--- config.mk ---
export PLATFORM = sky130hd
export DESIGN_NAME = uart_rx_axis
export DESIGN_NICKNAME = d
export VERILOG_FILES = /design/src/rtl/uart_pkg.sv /design/src/rtl/uart_rx_sync.sv /design/src/rtl/uart_rx_axis.sv
export SDC_FILE = /design/constraint.sdc
export NUM_CORES = 1
export LEC_CHECK = 0
export ABC_CLOCK_PERIOD_IN_PS = 3900
export CAP_MARGIN = 5
export CORE_UTILIZATION = 40
export CTS_CLUSTER_SIZE = 8
export DETAILED_ROUTE_END_ITERATION = 8
export GPL_TIMING_DRIVEN = 0
export SLEW_MARGIN = 10
export SYNTH_ARGS = -nofsm -noshare
export SYNTH_HDL_FRONTEND = slang
export SYNTH_SLANG_ARGS = --single-unit
export TNS_END_PERCENT = 10
--- constraint.sdc ---
create_clock -name clk -period 3.9 [get_ports clk]
set_clock_uncertainty 0.2 [all_clocks]
set_input_delay 0.78 -clock clk [delete_from_list [all_inputs] [get_ports clk]]
set_output_delay 0.78 -clock clk [all_outputs]
set_load 0.01 [all_outputs]
--- src/rtl/uart_pkg.sv ---
// uart_pkg: shared UART receiver state encoding and oversampling constants.
package uart_pkg;

    typedef enum logic [2:0] {
        IDLE,
        START,
        DATA,
        PARITY,
        STOP,
        BREAK
    } rx_state_t;

    localparam int         OVERSAMPLE = 16;
    localparam logic [3:0] SAMPLE_MID = 4'd7;
    localparam logic [3:0] SAMPLE_END = 4'(OVERSAMPLE - 1);

endpackage

--- src/rtl/uart_rx_sync.sv ---
// uart_rx_sync: SYNC_STAGES-deep metastability synchroniser resetting to 1 (idle line level).
module uart_rx_sync #(
    parameter int SYNC_STAGES = 2
) (
    input  logic clk,
    input  logic rst,
    input  logic d_i,
    output logic q_o
);

    logic [SYNC_STAGES-1:0] sync_q;

    always_ff @(posedge clk) begin
        if (rst) begin
            sync_q <= '1;
        end else begin
            sync_q <= {sync_q[SYNC_STAGES-2:0], d_i};
        end
    end

    assign q_o = sync_q[SYNC_STAGES-1];

endmodule

--- src/rtl/uart_rx_axis.sv ---
// uart_rx_axis: 16x-oversampled UART receiver presenting bytes on an AXI-Stream register.
// Define UART_RX_PARITY_EN to add an even-parity bit and the parity_err output.
module uart_rx_axis
    import uart_pkg::*;
#(
    parameter int DATA_BITS   = 8,
    parameter int SYNC_STAGES = 2
) (
    input  logic       clk,
    input  logic       rst,
    input  logic       rx_clk,
    input  logic       rxd,
    output logic [7:0] m_axis_tdata,
    output logic       m_axis_tvalid,
    input  logic       m_axis_tready,
`ifdef UART_RX_PARITY_EN
    output logic       parity_err,
`endif
    output logic       frame_err,
    output logic       overrun
);

    localparam logic [2:0] LAST_BIT = 3'(DATA_BITS - 1);
`ifdef UART_RX_PARITY_EN
    localparam rx_state_t AFTER_DATA = PARITY;
`else
    localparam rx_state_t AFTER_DATA = STOP;
`endif

    logic                 rxs;
    rx_state_t            state_q, state_d;
    logic [3:0]           tick_q, tick_d;
    logic [2:0]           bit_q, bit_d;
    logic [DATA_BITS-1:0] shift_q, shift_d;
    logic                 done_q, done_d;
    logic                 ferr_q, ferr_d;
    logic [7:0]           tdata_q, tdata_d;
    logic                 tvalid_q, tvalid_d;
    logic                 frame_err_q, overrun_q, overrun_d;
    logic                 load;
    logic                 mid, fin;

    uart_rx_sync #(.SYNC_STAGES(SYNC_STAGES)) u_sync (
        .clk (clk),
        .rst (rst),
        .d_i (rxd),
        .q_o (rxs)
    );

    assign mid = rx_clk && tick_q == SAMPLE_MID;
    assign fin = rx_clk && tick_q == SAMPLE_END;

`ifdef UART_RX_PARITY_EN
    logic par_q, par_d, pbad_q, pbad_d, parity_err_q;
`endif

    always_comb begin
        state_d = state_q;
        tick_d  = rx_clk ? tick_q + 4'd1 : tick_q;
        bit_d   = bit_q;
        shift_d = shift_q;
        done_d  = 1'b0;
        ferr_d  = 1'b0;
`ifdef UART_RX_PARITY_EN
        par_d   = par_q;
        pbad_d  = pbad_q;
`endif
        case (state_q)
            IDLE: begin
                tick_d  = '0;
                state_d = rxs ? IDLE : START;
            end
            START: if (mid) begin
                tick_d  = '0;
                bit_d   = '0;
                state_d = rxs ? IDLE : DATA;
`ifdef UART_RX_PARITY_EN
                par_d   = 1'b0;
`endif
            end
            DATA: if (fin) begin
                tick_d  = '0;
                shift_d = {rxs, shift_q[DATA_BITS-1:1]};
                bit_d   = bit_q + 3'd1;
                state_d = (bit_q == LAST_BIT) ? AFTER_DATA : DATA;
`ifdef UART_RX_PARITY_EN
                par_d   = par_q ^ rxs;
`endif
            end
`ifdef UART_RX_PARITY_EN
            PARITY: if (fin) begin
                tick_d  = '0;
                par_d   = par_q ^ rxs;
                state_d = STOP;
            end
`endif
            STOP: if (fin) begin
                tick_d  = '0;
                done_d  = rxs;
                ferr_d  = !rxs;
                state_d = rxs ? IDLE : BREAK;
`ifdef UART_RX_PARITY_EN
                pbad_d  = par_q;
`endif
            end
            BREAK: state_d = rxs ? IDLE : BREAK;
            default: state_d = IDLE;
        endcase
    end

    // A completed byte lands one clock after the stop sample; the slot is free if empty or draining now.
    assign load      = done_q && (!tvalid_q || m_axis_tready);
    assign tvalid_d  = load || (tvalid_q && !m_axis_tready);
    assign tdata_d   = load ? 8'(shift_q) : tdata_q;
    assign overrun_d = done_q && !load;

    always_ff @(posedge clk) begin
        if (rst) begin
            state_q     <= IDLE;
            tick_q      <= '0;
            bit_q       <= '0;
            shift_q     <= '0;
            done_q      <= 1'b0;
            ferr_q      <= 1'b0;
            tdata_q     <= '0;
            tvalid_q    <= 1'b0;
            frame_err_q <= 1'b0;
            overrun_q   <= 1'b0;
        end else begin
            state_q     <= state_d;
            tick_q      <= tick_d;
            bit_q       <= bit_d;
            shift_q     <= shift_d;
            done_q      <= done_d;
            ferr_q      <= ferr_d;
            tdata_q     <= tdata_d;
            tvalid_q    <= tvalid_d;
            frame_err_q <= ferr_q;
            overrun_q   <= overrun_d;
        end
    end

`ifdef UART_RX_PARITY_EN
    always_ff @(posedge clk) begin
        if (rst) begin
            par_q        <= 1'b0;
            pbad_q       <= 1'b0;
            parity_err_q <= 1'b0;
        end else begin
            par_q        <= par_d;
            pbad_q       <= pbad_d;
            parity_err_q <= done_q && pbad_q;
        end
    end

    assign parity_err = parity_err_q;
`endif

    assign m_axis_tdata  = tdata_q;
    assign m_axis_tvalid = tvalid_q;
    assign frame_err     = frame_err_q;
    assign overrun       = overrun_q;

endmodule
==> metrics, run 1 <==
Critical-path top delay cell clkdlybuf4s50_1; Worst Path Buf+Inv 1; layout cells sized above 1 13.8%; Final period util 56.5%; Seq/Total Area, Yosys 46.1%; first-pass GRT wire length 4.77 mm; worst min path class reg -> reg; CTS clk-pin slew, worst paths 0.10 ns; antenna cell count 0; clock share of power 34.1%; Max VDD drop 190 uV; crit path launch type flip-flop; port buffer count 14; setup repair bufs after CTS 0; first drt pass iteration count 4; total power between 500 and 600 uW; gr usage total 17.4%; First DRT Iteration DRCs 51; Post-DP HPWL 2.08 mm; Post-route DRC 0; IO Pins 16; Syn. warnings 0; sequential fraction of design power 61.8%; DRT Wirelength 2.88 mm; Yosys cell types 41; post-cts sizing count 0; Critical Path Fanout Max 3; initial antenna violation count 0; Die H slightly above 60 um; Final nets 181; commonest cells after routing, fill and taps aside 33 x dfxtp_1, 18 x a21oi_1, 17 x nand3_1, 17 x o21ai_0, 14 x clkdlybuf4s50_1; antenna-violating nets left 0; Layout area overhead 17.6%; Max stage delay on crit path 0.53 ns; RSZ-0062 raised after global routing no; routability congestion estimate roughly 0.81; vias in the first global route 1017; Fillers 330; Final Non-Filler Cells 220; Worst-Margin Slew 0.626 ns; combinational share of power slightly above 4%; Die Wd 61.9 um; Core ar. around 3400 um^2; cell breakdown of the critical path clkdlybuf4s50_1; FFs w/ async S/R, synth 0%; Setup WS pre-CTS 1.58 ns; Setup TNS 0 ns; Post-Syn Area 1430 um^2; CTS max path bufs 2; post-synthesis cell count 152; Sw Ratio 24.1%; internal power 417 uW; Max Cap Viol 0; #FFs+latches synth 33; status finished clean; DR vias/cell 5.35; P_leak 0.575 nW; FMAX 454 MHz; hold buffer count at cts 0; CP required 2.92 ns; fin. max-slew vios 0; DR vias 1176; Final min period 2.20 ns; CP Data Arrival Time around 1.2 ns; Relative slew margins between 50% and 60%; placed insts 212; # setup viols final 0; pwr dens about 330 nW/um^2; syn avg cell area 9.43 um^2; kind of critical path reg -> out; CP endpoint kind output port; number of synthesized flops with an enable pin 0; drt wl/cell 13.1 um; Psw 133 uW; CTS Root Cell clkbuf_4; Final WS setup between 1.5 and 2 ns; Cell Rows 21; die area 3830 um^2; TritonCTS clock tree yes; Starting Density 42.3%; Clock Latency Late Sink 0.34 ns; total gr overflow 0; most common cell after layout, fill and taps aside dfxtp_1; top_reg_cell synth dfxtp_1; final hold viol count 0; clock buffer count from CTS 5; largest net degree at the start of global routing 12; syn_nets 160; delay-heaviest family, CP buffers and inverters; CTS Sinks 33; # H-tree levels 2
[power groups by stage]
stage / logic (mW) / registers, mW / clock network [mW]
6_report: 0.0227 / 0.340 / 0.188
5_1_grt: 0.0248 / 0.340 / 0.211
4_1_cts: 0.0227 / 0.340 / 0.195
3_5_place_dp: 0.0226 / 0.347 / 0
3_3_place_gp: 0.0220 / 0.347 / 0
2_1_floorplan: 0.0157 / 0.347 / 0
[sequential cells by signal (all words and copies together), names as in the netlist, 2 cells and up]
name,flops
tick_q,4
shift_q,8
u_sync.sync_q,2
bit_q,3
state_q,3
m_axis_tdata,8
[per-layer routing]
| layer | up-vias | share of wire [%] | global-route usage, % |
|---|---|---|---|
| met1 | 553 | 47 | 21.9 |
| met4 | 0 | 0.97 | 7.62 |
| met5 | - | 0 | 0 |
| met3 | 5 | 3.3 | 5.59 |
| met2 | 14 | 48 | 27.3 |
| li1 | 604 | - | - |
[cell usage after synthesis, types with 2 or more instances]
library cell  count  area share [%]
buf_6             3             2.4
nand2b_1          3             1.3
nor2b_1           2            0.87
or2_2             2            0.87
mux2i_1           3             2.1
a21oi_1          18             6.3
ha_1              3             2.6
nand2_1           2            0.52
buf_2             3             1.0
nor3_1            6             2.1
nand3b_1          4             2.1
inv_1             3            0.79
and4_1            2             1.2
nand4_1           2            0.87
dfxtp_1          33              46
nor2_1            2            0.52
o21ai_0          17             5.9
clkbuf_1          4             1.0
xor2_1            2             1.2
nand3_1          17             5.9
[stage by stage]
step,hold WS [ns],cell area (um^2),utilization (%)
2_1_floorplan,0.189,1430,-
3_3_place_gp,0.203,1630,48.1
3_5_place_dp,0.194,1630,48.1
4_1_cts,0.222,1690,49.8
5_1_grt,0.238,1690,49.8
6_report,0.219,1690,49.8
[cell type report]
cell class | instances | area, um^2 | share of cell area [%]
buffer | 11 | 71.3 | 4.23
clock inverter | 3 | 17.5 | 1.04
timing repair buffer | 14 | 140 | 8.31
multi-input combinational | 105 | 691 | 40.9
tap | 46 | 57.6 | 3.41
clock buffer | 5 | 37.5 | 2.23
sequential | 33 | 661 | 39.2
inverter | 3 | 11.3 | 0.668
[worst paths after layout]
| path | startpoint | endpoint | slack (ns) | cells after the start |
|---|---|---|---|---|
| setup reg to reg | tick_q[3] | bit_q[0] | 2.13 | 3 |
| setup / recovery | m_axis_tvalid | m_axis_tvalid | 1.70 | 1 |
| hold reg to reg | u_sync.sync_q[0] | u_sync.sync_q[1] | 0.22 | 1 |
| hold / removal | u_sync.sync_q[0] | u_sync.sync_q[1] | 0.22 | 1 |
[cells by family (layout without fill, tap and decap cells)]
logic type	count (synthesis)	after routing	share of synthesized area [%]
AND/OR/NAND/NOR	51	51	21.9
AO/OA/AOI/OAI	44	44	18.7
flip-flops	33	33	46.1
buffers and inverters	14	36	5.76
multiplexers	4	4	3.14
adder cells (fa/ha/maj)	3	3	2.62
XOR/XNOR	3	3	1.83
(Power assumes the default switching activity.)
==> run 2, diff against run 1 <==
--- a/config.mk
+++ b/config.mk
@@ -5,7 +5,7 @@
 export SDC_FILE = /design/constraint.sdc
 export NUM_CORES = 1
 export LEC_CHECK = 0
-export ABC_CLOCK_PERIOD_IN_PS = 3900
+export ABC_CLOCK_PERIOD_IN_PS = 2000
 export CAP_MARGIN = 5
 export CORE_UTILIZATION = 40
 export CTS_CLUSTER_SIZE = 8
==> constraint.sdc (replaced) <==
create_clock -name clk -period 2 [get_ports clk]
set_clock_uncertainty 0.2 [all_clocks]
set_input_delay 0.4 -clock clk [delete_from_list [all_inputs] [get_ports clk]]
set_output_delay 0.4 -clock clk [all_outputs]
set_load 0.01 [all_outputs]
==> results of run 2 <==
Same layout as run 1 (identical final DEF). Status: finished clean.
Among the figures that moved: setup slack after placement 1.58 ns -> 0.0561 ns; setup slack after layout 1.70 ns -> 0.176 ns; hold slack 0.219 ns -> 0.182 ns; register-to-register setup slack 2.13 ns -> 0.23 ns; end point of the worst hold path u_sync.sync_q[1] -> tick_q[0]; total power 0.550 mW -> 1.07 mW; worst IR drop on VDD 190 uV -> 371 uV
